$ cat src/rtl/jc_pkg.sv
// Shared definitions for the Johnson-code receive path.
//   dir_t        : movement encoding, identical to the counter's dir output
//   state_t      : decoder tracking state
//   decode_t     : {legal, phase} result of decoding one 4-bit code
//   DECODE_TABLE : code -> {legal, phase}, indexed by the raw 4-bit code
package jc_pkg;

  typedef enum logic [1:0] {
    STALL     = 2'd0,
    DIR_LEFT  = 2'd1,
    DIR_RIGHT = 2'd2
  } dir_t;

  typedef enum logic [1:0] {
    ACQUIRE = 2'd0,
    TRACK   = 2'd1,
    FAULT   = 2'd2
  } state_t;

  typedef struct packed {
    logic       legal;
    logic [2:0] phase;
  } decode_t;

  // Only the eight Johnson states are legal; every other code decodes to
  // {legal=0, phase=0}.
  localparam decode_t DECODE_TABLE [16] = '{
    4'b1000,  // 0000 -> 0
    4'b1001,  // 0001 -> 1
    4'b0000,  // 0010
    4'b1010,  // 0011 -> 2
    4'b0000,  // 0100
    4'b0000,  // 0101
    4'b0000,  // 0110
    4'b1011,  // 0111 -> 3
    4'b1111,  // 1000 -> 7
    4'b0000,  // 1001
    4'b0000,  // 1010
    4'b0000,  // 1011
    4'b1110,  // 1100 -> 6
    4'b0000,  // 1101
    4'b1101,  // 1110 -> 5
    4'b1100   // 1111 -> 4
  };

endpackage

$ cat src/rtl/jc_decoder_if.sv
// Bus between a Johnson-code source/consumer and jc_decoder.
//   q_in  : 4-bit Johnson code from the counter
//   clr   : synchronous clear of steps and err
//   pos   : decoded phase of the latest legal sample
//   dir   : movement of the latest sample (jc_pkg::dir_t encoding)
//   steps : signed net step count, STEP_W bits, two's complement
//   lock  : high while tracking
//   err   : sticky fault flag
// master drives q_in/clr, slave (the decoder) drives the results.
interface jc_decoder_if #(
  parameter int STEP_W = 16
);
  logic [3:0]        q_in;
  logic              clr;
  logic [2:0]        pos;
  logic [1:0]        dir;
  logic [STEP_W-1:0] steps;
  logic              lock;
  logic              err;

  modport master (output q_in, clr, input pos, dir, steps, lock, err);
  modport slave  (input q_in, clr, output pos, dir, steps, lock, err);
endinterface

$ cat src/rtl/jc_phase_decode.sv
// Combinational Johnson-code decoder.
//   code  : 4-bit Johnson code
//   phase : phase 0..7 (0 when the code is illegal)
//   legal : 1 when code is one of the eight Johnson states
module jc_phase_decode
  import jc_pkg::*;
(
  input  logic [3:0] code,
  output logic [2:0] phase,
  output logic       legal
);

  decode_t entry;

  always_comb begin
    entry = DECODE_TABLE[code];
    phase = entry.phase;
    legal = entry.legal;
  end

endmodule

$ cat src/rtl/jc_decoder.sv
// Receive-side decoder for the 4-bit bidirectional Johnson counter.
// Synchronizes q_in, decodes it to a phase, derives direction from
// consecutive legal phases, keeps a saturating signed step count and flags
// illegal codes / jumps once tracking has been established.
//   clk   : system clock, rising edge
//   rst_n : synchronous active-low reset
//   bus   : jc_decoder_if slave (q_in, clr in; pos, dir, steps, lock, err out)
module jc_decoder
  import jc_pkg::*;
#(
  parameter int SYNC_STAGES = 2,
  parameter int STEP_W      = 16,
  parameter int LOCK_COUNT  = 4
) (
  input logic         clk,
  input logic         rst_n,
  jc_decoder_if.slave bus
);

  localparam int unsigned   NSYNC    = SYNC_STAGES;
  localparam logic [3:0]    LOCK_N   = 4'(LOCK_COUNT);
  localparam logic [STEP_W-1:0] STEP_MAX = {1'b0, {(STEP_W-1){1'b1}}};
  localparam logic [STEP_W-1:0] STEP_MIN = {1'b1, {(STEP_W-1){1'b0}}};

  logic [3:0]        sync_q   [SYNC_STAGES];
  logic              sync_vld [SYNC_STAGES];
  logic [3:0]        cur;
  logic              cur_vld;
  logic [2:0]        cur_phase;
  logic              cur_legal;
  logic [2:0]        prev_phase;
  logic [2:0]        delta;
  logic              step_ok;

  state_t            state;
  logic [3:0]        run_cnt;
  logic [2:0]        pos_r;
  dir_t              dir_r;
  logic [STEP_W-1:0] steps_r;
  logic              lock_r;
  logic              err_r;

  // The reset contents of the synchronizer are not real samples; a parallel
  // valid shift keeps them from counting toward lock, so the first sample
  // acted on is the first q_in captured after reset.
  always_ff @(posedge clk) begin
    if (!rst_n) begin
      for (int unsigned i = 0; i < NSYNC; i++) begin
        sync_q[i]   <= '0;
        sync_vld[i] <= 1'b0;
      end
    end else begin
      sync_q[0]   <= bus.q_in;
      sync_vld[0] <= 1'b1;
      for (int unsigned i = 1; i < NSYNC; i++) begin
        sync_q[i]   <= sync_q[i-1];
        sync_vld[i] <= sync_vld[i-1];
      end
    end
  end

  assign cur     = sync_q[SYNC_STAGES-1];
  assign cur_vld = sync_vld[SYNC_STAGES-1];

  jc_phase_decode u_decode (
    .code  (cur),
    .phase (cur_phase),
    .legal (cur_legal)
  );

  // 3-bit subtraction gives the mod-8 delta directly, so 7->0 is +1.
  assign delta   = cur_phase - prev_phase;
  assign step_ok = cur_legal && (delta inside {3'd0, 3'd1, 3'd7});

  always_ff @(posedge clk) begin
    if (!rst_n) begin
      state      <= ACQUIRE;
      run_cnt    <= '0;
      prev_phase <= '0;
      pos_r      <= '0;
      dir_r      <= STALL;
      steps_r    <= '0;
      lock_r     <= 1'b0;
      err_r      <= 1'b0;
    end else begin
      if (cur_vld) begin
        if (cur_legal) prev_phase <= cur_phase;
        unique case (state)
          ACQUIRE: begin
            dir_r  <= STALL;
            lock_r <= 1'b0;
            if (cur_legal) pos_r <= cur_phase;
            if (step_ok) begin
              run_cnt <= run_cnt + 4'd1;
              if ((run_cnt + 4'd1) == LOCK_N) begin
                state  <= TRACK;
                lock_r <= 1'b1;
              end
            end else begin
              run_cnt <= '0;
            end
          end
          TRACK: begin
            if (!step_ok) begin
              state  <= FAULT;
              lock_r <= 1'b0;
              dir_r  <= STALL;
              err_r  <= 1'b1;
            end else begin
              pos_r <= cur_phase;
              unique case (delta)
                3'd1: begin
                  dir_r <= DIR_LEFT;
                  if (steps_r != STEP_MAX) steps_r <= steps_r + 1'b1;
                end
                3'd7: begin
                  dir_r <= DIR_RIGHT;
                  if (steps_r != STEP_MIN) steps_r <= steps_r - 1'b1;
                end
                default: dir_r <= STALL;
              endcase
            end
          end
          FAULT: begin
            state   <= ACQUIRE;
            run_cnt <= '0;
            dir_r   <= STALL;
            lock_r  <= 1'b0;
            if (cur_legal) pos_r <= cur_phase;
          end
          default: begin
            state   <= ACQUIRE;
            run_cnt <= '0;
            dir_r   <= STALL;
            lock_r  <= 1'b0;
          end
        endcase
      end
      // Placed last so it overrides a same-edge step or fault flag while the
      // state transition above still takes effect.
      if (bus.clr) begin
        steps_r <= '0;
        err_r   <= 1'b0;
      end
    end
  end

  assign bus.pos   = pos_r;
  assign bus.dir   = dir_r;
  assign bus.steps = steps_r;
  assign bus.lock  = lock_r;
  assign bus.err   = err_r;

endmodule

$ cat src/flat_wrapper.sv
// flat-port wrapper written by rule: the top's interface ports become plain ports
module jc_decoder_flat import jc_pkg::*;
#(
  parameter int SYNC_STAGES = 2,
  parameter int STEP_W      = 16,
  parameter int LOCK_COUNT  = 4
)
  (clk, rst_n, bus_q_in, bus_clr, bus_pos, bus_dir, bus_steps, bus_lock, bus_err);
  jc_decoder_if #(.STEP_W(STEP_W)) bus_i ();
  input logic clk;
  input logic rst_n;
  input wire logic [$bits(bus_i.q_in)-1:0] bus_q_in;
  input wire logic [$bits(bus_i.clr)-1:0] bus_clr;
  output wire logic [$bits(bus_i.pos)-1:0] bus_pos;
  output wire logic [$bits(bus_i.dir)-1:0] bus_dir;
  output wire logic [$bits(bus_i.steps)-1:0] bus_steps;
  output wire logic [$bits(bus_i.lock)-1:0] bus_lock;
  output wire logic [$bits(bus_i.err)-1:0] bus_err;
  assign bus_i.q_in = bus_q_in;
  assign bus_i.clr = bus_clr;
  assign bus_pos = bus_i.pos;
  assign bus_dir = bus_i.dir;
  assign bus_steps = bus_i.steps;
  assign bus_lock = bus_i.lock;
  assign bus_err = bus_i.err;
  jc_decoder #(.SYNC_STAGES(SYNC_STAGES), .STEP_W(STEP_W), .LOCK_COUNT(LOCK_COUNT)) u_core (.clk(clk), .rst_n(rst_n), .bus(bus_i));
endmodule
$ cat config.mk
export PLATFORM = sky130hd
export DESIGN_NAME = jc_decoder_flat
export DESIGN_NICKNAME = d
export VERILOG_FILES = /design/src/rtl/jc_pkg.sv /design/src/rtl/jc_decoder_if.sv /design/src/rtl/jc_phase_decode.sv /design/src/rtl/jc_decoder.sv /design/src/flat_wrapper.sv
export SDC_FILE = /design/constraint.sdc
export NUM_CORES = 1
export LEC_CHECK = 0
export ABC_AREA = 1
export BUFFER_PORTS_ARGS = -buffer_cell sky130_fd_sc_hd__buf_4
export CORE_UTILIZATION = 55
export CTS_CLUSTER_SIZE = 30
export DETAILED_ROUTE_END_ITERATION = 10
export GPL_TIMING_DRIVEN = 0
export PLACE_DENSITY = 0.84
export SLEW_MARGIN = 20
export SYNTH_ARGS = -nofsm -noshare
export SYNTH_HDL_FRONTEND = slang
export SYNTH_SLANG_ARGS = --single-unit
$ cat constraint.sdc
create_clock -name clk -period 4.5 [get_ports clk]
set_input_delay 0.225 -clock clk [delete_from_list [all_inputs] [get_ports clk]]
set_output_delay 0.225 -clock clk [all_outputs]
set_load 0.005 [all_outputs]
==> results.py, run 1 <==
metrics = {
    "status": {
        "status": "completed",
    },
    "run": {
        "cap_violations": 0,
    },
    "timing": {
        "final-max-slew-violation-count": 0,
        "relSlewSlack_pct": 59.8,
        "worst_slack_ps": 722,
        "finalCritPeriodShare_pct": 83.9,
        "skew_ps": 3.50,
        "rsz0062_at_grt": "false",
        "fin_setup_tns_ps": 0,
        "finalHoldViolations": 0,
        "finalCriticalPeriod_ps": 3780,
        "worst_pin_slew_ps": 602,
        "setup_viol": 0,
        "fmax_mhz": 265,
    },
    "clocking": {
        "post-cts-setup-buffer-count": 0,
        "cts_resized": 0,
        "clockBufferDepth": 2,
        "h-tree-depth": 2,
        "cts.sinks": 42,
        "cts_hold_buf": 0,
        "cts_tree": "yes",
        "clock_latency_ps": 290,
        "cts_buffers": 5,
        "clk_pin_slew_ps": 80,
        "cts-root-buf": "clkbuf_8",
    },
    "placement": {
        "numPortBuffers": 29,
        "dpl_worst_slack_ps": 771,
        "gp_congestion": 0.937,
        "hpwl_mm": 4.32,
    },
    "setup_path": {
        "cp_max_fo": 16,
        "critPathLaunchType": "flop",
        "slowest_stage": "fa_1",
        "end_kind": "flop",
        "critPathKind": "reg -> reg",
        "cp_cell_sequence": "nor2_1 -> o21a_1 -> inv_1 -> ha_1 -> inv_1 -> fa_1 -> inv_1 -> nor2_1 -> nand3_2 -> inv_1 -> ha_1 -> a21oi_1 -> nand2_1 -> nand2_1 -> nand2_1 -> a21oi_1 -> nand3_1 -> nand2_1 -> nand2_4 -> a21oi_2",
        "critPathArrivalTime_ps": 4010,
        "max_stage_delay_ps": 490,
        "cp.required_ps": 4730,
    },
    "finish": {
        "final_util_pct": 68.0,
        "area_growth_pct": 14.8,
        "antenna_cells": 0,
        "num-nets-final": 478,
        "seq_area_um2": 841,
        "fillCellCount": 391,
        "drive_gt1_share_pct": 10.8,
        "multi_input_area_um2": 1570,
    },
    "power": {
        "ir_drop_mv": 0.176,
        "power.total_uw": 758,
        "p_per_area_nw_per_um2": 247,
        "p_leak_uw": 0.00162,
    },
    "logic_synthesis": {
        "synth_mux_area_share_pct": 0,
        "synth_warnings": 0,
        "yosysUniqueCellTypes": 29,
        "yosys.area_share.simple_pct": 35.6,
        "seq_area_frac_synth_pct": 31.5,
        "synth_xor_area_share_pct": 3.94,
        "netlist_area_um2": 2670,
        "ys_seq_elements": 42,
        "synth_top_family_by_area": "simple AND/OR/NAND/NOR gates",
        "synthCells": 416,
        "synth_fa_ha_area_share_pct": 9.47,
        "syn_nets": 442,
        "synth_compound_area_share_pct": 9.90,
        "synth_area_per_cell_um2": 6.41,
    },
    "route": {
        "firstDrtPassIters": 4,
        "ant_nets": 0,
        "route.detailed.drc": 0,
        "drt-total-wl_mm": 5.66,
        "drt_iter0_drc": 179,
        "vias_per_cell": 5.13,
        "vias": 2593,
        "wl_per_cell_um": 11.2,
    },
    "die": {
        "fp-row-count": 24,
        "pin_count": 30,
        "die_w_um": 71.6,
        "fp.dieArea_um2": 5130,
        "coreArea_um2": 4500,
        "start_util_pct": 59.2,
        "die_h_um": 71.6,
    },
    "global_routing": {
        "grt_use_total_pct": 23.0,
        "grt_pass1_vias": 2233,
        "grt_overflow_total": 0,
        "grt_antenna_before_repair": 0,
        "grt_max_degree": 17,
        "grt_pass1_wl_mm": 9.40,
    },
    "hold_path": {
        "hold_path_class": "in -> reg",
    },
}
-- cell usage in the layout, fill, tap and decap left out, types with 2 or more instances in the layout --
cell type / count
nand2_1: 126
nor2_1: 71
inv_1: 57
dfxtp_1: 42
buf_4: 29
a21oi_1: 27
nand3_1: 19
ha_1: 17
o21ai_0: 10
xnor2_1: 8
nand4_1: 5
clkbuf_8: 5
xor2_1: 4
nand3_2: 3
clkbuf_1: 3
a21o_1: 3
o21ai_1: 3
nor3_1: 2
buf_6: 2
o21bai_1: 2
fa_1: 2
-- cell usage after synthesis (all sizes together) --
cell type	instances	area, um2
ha	17	213
nor2	73	284
xor2	4	35.0
clkinv	1	3.75
xnor2	8	70.1
o21bai	2	15.0
o21ai	13	65.1
clkbuf	3	11.3
nand4	5	31.3
o21a	1	7.51
dfxtp	42	841
nand3b	1	7.51
inv	57	214
nand2	128	490
nand3	22	125
a21oi	28	144
a21o	3	22.5
fa	2	40.0
buf	3	27.5
nor3	2	10.0
o21ba	1	10.0
-- power breakdown --
group	total, uW	switching, uW	internal [uW]
clock network	304	137	166
registers	384	4.42	379
logic	70.4	44.5	25.9
-- per-stage QoR --
stage / area, um2 / hold WS, ps / cells
3_5_place_dp: 2950 / 384 / 497
5_1_grt: 3060 / 74.8 / 505
4_1_cts: 3060 / 75.9 / 505
6_report: 3060 / 83.8 / 505
3_3_place_gp: 2950 / 389 / 497
2_1_floorplan: 2670 / 253 / 416
-- worst max-delay path: cells and delay by family, from the launching register on --
| kind | cells | cell delay, ps |
|---|---|---|
| AOI/OAI and AO/OA | 4 | 740 |
| adders and majority gates | 3 | 1030 |
| buffers and inverters | 4 | 640 |
| DFF | 1 | 440 |
| and+or+nand+nor | 9 | 840 |
-- final cells by class --
cell class | instances | area share, %
inverters | 58 | 7.11
repair buffers | 29 | 7.11
flip-flops and latches | 42 | 27.5
well taps | 52 | 2.12
multi-input cells | 310 | 51.3
clock inverters | 3 | 1.43
plain buffers | 6 | 1.27
clock buffers | 5 | 2.25
-- logic make-up (layout without fill, tap and decap cells) --
family,after synthesis,after routing
compound gates,48,48
flops,42,42
xor+xnor,12,12
simple gates,231,231
buf+inv,64,101
fa+ha+maj,19,19
-- metal layers --
metal | global-route usage (%) | wire length, um | vias up
met3 | 4.50 | 287 | 10
li1 | - | - | 1366
met2 | 37.0 | 2480 | 64
met5 | 0 | 0 | -
met4 | 6.75 | 87 | 0
met1 | 31.3 | 2800 | 1153
-- sequential cells by signal, summed over array words and instances, names as in the netlist, 2 cells and up --
register and count:
u_core.sync_vld 2, u_core.bus.dir 2, u_core.run_cnt 4, u_core.bus.pos 3, u_core.prev_phase 3, u_core.bus.steps 16, u_core.sync_q 8, u_core.state 2
-- final timing paths --
kind                                           from                     to  slack [ps]  depth (start not counted)
worst max-delay path            u_core.sync_q[0][7]   u_core.bus.steps[15]         720                         20
worst min-delay path                          rst_n  u_core.sync_vld[0][0]          80                          1
worst max register to register  u_core.sync_q[0][7]   u_core.bus.steps[15]         720                         20
worst min register to register  u_core.sync_q[0][0]    u_core.sync_q[0][4]         420                          2
(Power assumes the default switching activity.)
==> run 2, diff against run 1 <==
- ABC_AREA: 1 -> 0
- CORE_UTILIZATION: 55 -> 53
- clock period: 4.5 -> 3.24 ns (I/O delays scaled with it)
==> run 2 against run 1 <==
  * The flow now finishes with violations (negative setup slack)
  * Worst hold slack worse by 63 ps
  * Synthesized cell count is 25% lower
  * Setup slack worse by 1300 ps
  * Non-clock buffer count up 49
  * Utilization grew 13 points
  * Final cell count down 8.5%
==> results.py, run 2 <==
metrics = {
    "status": {
        "status": "complete, but fails checks",
        "violations": "negative setup slack",
    },
    "power": {
        "ir_drop_mv": 0.265,
        "power.share.switching_pct": 29.6,
        "power.total_uw": 1080,
        "p_switching_uw": 320,
        "power.internal_uw": 761,
        "combPwrFrac_pct": 16.3,
        "p_per_area_nw_per_um2": 282,
        "pwr-share-seq_pct": 49.1,
        "p_leak_uw": 0.00151,
        "clockPowerShare_pct": 34.6,
    },
    "global_routing": {
        "use_met1_pct": 39.8,
        "grt_pass1_wl_mm": 13.1,
        "grt_max_degree": 16,
        "grt_use_total_pct": 32.9,
        "grt_use_met3_pct": 6.11,
        "grt_pass1_vias": 2647,
        "grt_most_used_layer": "met2",
        "grt_antenna_before_repair": 0,
        "grtUsageMet2_pct": 53.5,
        "grt_overflow_total": 0,
    },
    "logic_synthesis": {
        "yosys.area.top_type": "dfxtp_1",
        "yosys-top-cells-count": "42 x dfxtp_1, 38 x a21oi_1, 25 x nand2_1",
        "synth_warnings": 0,
        "synth_top_area_share_pct": 31.9,
        "yosysMostFrequentCell": "dfxtp_1",
        "netlist_area_um2": 2640,
        "seq_area_frac_synth_pct": 31.9,
        "ys_async_sr_fraction_pct": 0,
        "ys_top_cells_by_area": "dfxtp_1 32%, ha_1 8.1%, a21oi_1 7.2%, nand2_1 3.6%, o21ai_0 2.8%",
        "synthCells": 311,
        "yosysUniqueCellTypes": 62,
        "synth_area_per_cell_um2": 8.48,
        "synth-main-ff-cell": "dfxtp_1",
        "syn_nets": 337,
        "synth_edf_count": 0,
        "ys_seq_elements": 42,
    },
    "finish": {
        "final_cell_mix": "75 x buf_4, 38 x dfxtp_1, 32 x a21oi_1, 25 x nand2_1, 18 x nor2_1",
        "num-nets-final": 420,
        "antenna_cells": 0,
        "final_util_pct": 80.6,
        "final_common_cell": "buf_4",
        "largest_reg_flops": 16,
        "drive_gt1_share_pct": 38.5,
        "area_growth_pct": 45.3,
    },
    "timing": {
        "final-max-slew-violation-count": 0,
        "fmax_mhz": 261,
        "worst_slack_ps": -588,
        "relSlewSlack_pct": 54.8,
        "finalCritPeriodShare_pct": 118,
        "rsz0062_at_grt": "true",
        "fin_setup_tns_ps": -3970,
        "worst_pin_slew_ps": 672,
        "finalCriticalPeriod_ps": 3830,
        "skew_ps": 16.1,
        "setup_viol": 11,
        "finalHoldViolations": 0,
    },
    "clocking": {
        "clk_pin_slew_ps": 90,
        "cts_hold_buf": 0,
        "cts-root-buf": "clkbuf_8",
        "cts.sinks": 42,
        "cts_buffers": 5,
        "clockBufferDepth": 2,
        "cts_tree": "yes",
        "h-tree-depth": 2,
        "clock_latency_ps": 320,
    },
    "run": {
        "cap_violations": 0,
    },
    "route": {
        "drt-total-wl_mm": 9.68,
        "vias_per_cell": 6.76,
        "drt_iter0_drc": 385,
        "vias": 3125,
        "firstDrtPassIters": 8,
        "wl_per_cell_um": 21.0,
        "route.detailed.drc": 0,
        "ant_nets": 0,
    },
    "hold_path": {
        "hold_path_class": "in -> reg",
    },
    "setup_path": {
        "cp_cell_sequence": "and2_4 -> o21a_1 -> inv_2 -> ha_4 -> inv_2 -> fa_2 -> nor2b_4 -> nand3_4 -> buf_12 -> inv_16 -> ha_4 -> a211o_1 -> a211oi_4 -> buf_4 -> nor3b_4 -> nor4b_2 -> nand4b_1 -> a21oi_1",
        "critPathArrivalTime_ps": 4010,
        "cp.required_ps": 3430,
        "critPathKind": "reg -> reg",
        "max_stage_delay_ps": 580,
        "critPathLaunchType": "flop",
        "path_buf_inv": 5,
        "end_kind": "flop",
        "crit_family": "simple AND/OR/NAND/NOR gates",
        "slowest_stage": "fa_2",
        "cp_max_fo": 5,
    },
    "die": {
        "pin_count": 30,
        "die_w_um": 72.6,
        "die_h_um": 72.6,
        "start_util_pct": 55.5,
        "fp-row-count": 25,
        "coreArea_um2": 4750,
        "fp.dieArea_um2": 5260,
    },
    "placement": {
        "numPortBuffers": 29,
        "hpwl_mm": 4.73,
        "gp_congestion": 0.881,
    },
}
[run 2: worst paths after layout]
| kind | depth (start not counted) | slack (ps) | startpoint | to |
|---|---|---|---|---|
| max | 18 | -590 | u_core.sync_q[0][5] | u_core.bus.steps[13] |
| min | 1 | 20 | rst_n | u_core.sync_vld[0][0] |
| max reg2reg | 18 | -590 | u_core.sync_q[0][5] | u_core.bus.steps[13] |
| min reg2reg | 1 | 440 | u_core.sync_q[0][1] | u_core.sync_q[0][5] |
[run 2: power groups by stage]
stage,Combinational [uW],Sequential [uW],Clock (uW)
finish,176,531,374
CTS,148,532,364
floorplan,80.8,543,0
global route,187,532,395
global placement,104,543,0
detailed placement,108,544,0
[run 2: repair_timing]
| action | 4_1_cts | 5_1_grt |
|---|---|---|
| pin swaps | 19 | 20 |
| setup buffers | 35 | 19 |
| gates cloned | 2 | 0 |
| gates resized for setup | 34 | 36 |
| endpoints found under the setup margin | 15 | 16 |
[run 2: logic make-up (layout without fill, tap and decap cells)]
| group | Yosys count | in the layout | share of synthesized area, % |
|---|---|---|---|
| flip-flops | 42 | 42 | 31.9 |
| adder cells (fa/ha/maj) | 19 | 19 | 9.58 |
| multiplexers | 5 | 5 | 1.99 |
| buffers and inverters | 23 | 107 | 3.84 |
| AO/OA/AOI/OAI | 104 | 104 | 27.2 |
| XOR/XNOR | 12 | 12 | 3.98 |
| AND/OR/NAND/NOR | 106 | 106 | 21.6 |
[run 2: through the flow]
step / cells / instance area, um2 / worst slack (ps) / hold slack, ps
6_report: 462 / 3830 / -588 / 21.0
5_1_grt: 462 / 3830 / -719 / 13.3
4_1_cts: 450 / 3560 / -480 / 12.0
3_5_place_dp: 407 / 3030 / -774 / 329
3_3_place_gp: 407 / 3030 / -662 / 328
2_1_floorplan: 311 / 2730 / -337 / 190
[run 2: per-layer routing]
metal	vias up	wire length [um]
li1	1331	-
met5	-	0
met2	229	4720
met1	1496	3560
met4	0	563
met3	69	841
[run 2: layout make-up]
| type | count | area (um2) |
|---|---|---|
| clock inverters | 3 | 25.0 |
| repair inverters | 2 | 17.5 |
| inverters | 13 | 65.1 |
| plain buffers | 7 | 32.5 |
| repair buffers | 77 | 598 |
| well taps | 67 | 83.8 |
| flip-flops and latches | 42 | 856 |
| clock buffers | 5 | 68.8 |
| multi-input cells | 246 | 2090 |
| fillers | 276 | 921 |
==> run 3, diff against run 2 <==
==> constraint.sdc (replaced) <==
create_clock -name clk -period 3.24 [get_ports clk]
set_input_delay 0 -clock clk [delete_from_list [all_inputs] [get_ports clk]]
set_output_delay 0 -clock clk [all_outputs]
set_load 0.005 [all_outputs]
==> run 3 against run 2 <==
  * The run still ends with negative setup slack left
  * Die area is the same
  * Clock-buffer cell count is the same
  * Sequential share of layout area shrank 0.21 points
  * Design area grew 0.95%
  * Combinational power grew 3%
  * Utilization grew 0.76 points
  * Via count shrank 2.1%
  * Sequential power is essentially flat
  * Critical path depth is the same
  * Power is essentially flat
  * Fmax shrank 1.6%
  * Critical endpoint is now u_core.bus.steps[15]
==> results.py, run 3 (synthesis results as in run 2) <==
metrics = {
    "clocking": {
        "cts-root-buf": "clkbuf_8",
        "clock_latency_ps": 310,
        "cts.sinks": 42,
        "cts_buffers": 5,
        "cts_tree": "yes",
        "clk_pin_slew_ps": 100,
        "clockBufferDepth": 2,
        "h-tree-depth": 2,
    },
    "timing": {
        "relSlewSlack_pct": 58.6,
        "fmax_mhz": 257,
        "rsz0062_at_grt": "true",
        "finalCriticalPeriod_ps": 3890,
        "skew_ps": 10.4,
        "timing.hold.ws_ps": 315,
        "final-max-slew-violation-count": 0,
        "worst_slack_ps": -650,
        "worst_pin_slew_ps": 615,
        "finalHoldViolations": 0,
        "finalCritPeriodShare_pct": 120,
        "setup_viol": 15,
    },
    "status": {
        "status": "complete, but fails checks",
        "violations": "negative setup slack",
    },
    "global_routing": {
        "grt_pass1_vias": 2658,
        "grt_max_degree": 16,
        "grt_overflow_total": 0,
        "grt_use_total_pct": 32.9,
        "grt_pass1_wl_mm": 13.2,
        "grt_antenna_before_repair": 1,
    },
    "route": {
        "vias_per_cell": 6.53,
        "vias": 3058,
        "firstDrtPassIters": 5,
        "ant_nets": 0,
        "wl_per_cell_um": 20.7,
        "route.detailed.drc": 0,
        "drt_iter0_drc": 271,
        "drt-total-wl_mm": 9.69,
    },
    "power": {
        "p_leak_uw": 0.00153,
        "p_per_area_nw_per_um2": 279,
        "ir_drop_mv": 0.266,
    },
    "die": {
        "start_util_pct": 55.5,
        "coreArea_um2": 4750,
        "die_w_um": 72.6,
        "pin_count": 30,
        "fp.dieArea_um2": 5260,
        "die_h_um": 72.6,
        "fp-row-count": 25,
    },
    "finish": {
        "drive_gt1_share_pct": 37.0,
        "num-nets-final": 425,
        "final_common_cell": "buf_4",
        "layout.cells.non_filler": 468,
        "largest_reg_flops": 16,
        "final_cell_mix": "74 x buf_4, 38 x dfxtp_1, 34 x a21oi_1, 25 x nand2_1, 18 x nor2_1",
        "area_growth_pct": 46.7,
    },
    "setup_path": {
        "critPathArrivalTime_ps": 4140,
        "critPathKind": "reg -> reg",
        "end_kind": "flop",
        "cp_max_fo": 5,
        "critPathLaunchType": "flop",
        "cp.required_ps": 3490,
    },
    "placement": {
        "gp_congestion": 0.881,
        "dp.cells": 407,
        "numPortBuffers": 29,
        "hpwl_mm": 4.73,
    },
    "run": {
        "cap_violations": 0,
    },
    "hold_path": {
        "hold_path_class": "in -> reg",
    },
}
-- run 3: cell type report --
| class | count | area (um2) |
|---|---|---|
| multi-input cells | 246 | 2070 |
| fillers | 290 | 885 |
| flip-flops and latches | 42 | 856 |
| repair buffers | 82 | 648 |
| well taps | 67 | 83.8 |
| clock buffers | 5 | 68.8 |
| inverters | 13 | 65.1 |
| plain buffers | 7 | 36.3 |
| clock inverters | 3 | 25.0 |
| repair inverters | 2 | 17.5 |
| diodes | 1 | 2.50 |
-- run 3: power by group --
| part | internal [uW] | switching (uW) |
|---|---|---|
| Combinational | 85.0 | 95.6 |
| Sequential | 524 | 7.29 |
| Clock | 156 | 214 |
| Total | 765 | 317 |
-- run 3: routing by layer --
layer / up-vias / track usage, % / part of all wire (%)
li1: 1342 / - / -
met1: 1450 / 40.1 / 37
met2: 210 / 53.9 / 49
met3: 56 / 7.36 / 9.6
met4: 0 / 17.6 / 4.6
met5: - / 0 / 0
-- run 3: worst paths after layout --
path	slack, ps	startpoint	cells past startpoint	to
max	-650	u_core.sync_q[0][5]	18	u_core.bus.steps[15]
min	320	bus_clr	4	u_core.bus.steps[13]
max reg2reg	-650	u_core.sync_q[0][5]	18	u_core.bus.steps[15]
min reg2reg	450	u_core.sync_q[0][2]	1	u_core.sync_q[0][6]
-- run 3: repair_timing --
item                       in CTS  in global routing
gates resized for setup        34                 33
gates cloned                    2                  0
hold endpoints to repair        6                  0
setup endpoints to repair      15                 17
buffers inserted               35                 19
hold buffers                    5                  0
pin swaps                      19                 19
-- run 3: metrics by stage --
step                      TNS, ps  cell area, um2  total power (uW)  setup slack (ps)  util [%]
final                       -4570            3870              1080              -650      81.4
after CTS                   -3160            3610              1050              -480      76.0
after detailed placement    -5500            3030               652              -774      63.7
after global placement      -4520            3030               647              -662      63.7
after floorplan             -1350            2730               623              -337         -
after global routing        -6780            3870              1120              -792      81.3
-- run 3: worst max-delay path, cell delays in order, from the launching register on --
cell	delay, ps
dfxtp_4	370
and2_4	160
o21a_1	210
inv_2	90
ha_4	130
inv_2	40
fa_2	450
xnor2_4	220
o211ai_4	120
nand3_4	150
buf_12	150
inv_8	60
ha_4	300
and3_4	220
and3_4	210
nand3b_1	150
and3_4	200
or4_4	480
a21oi_2	130
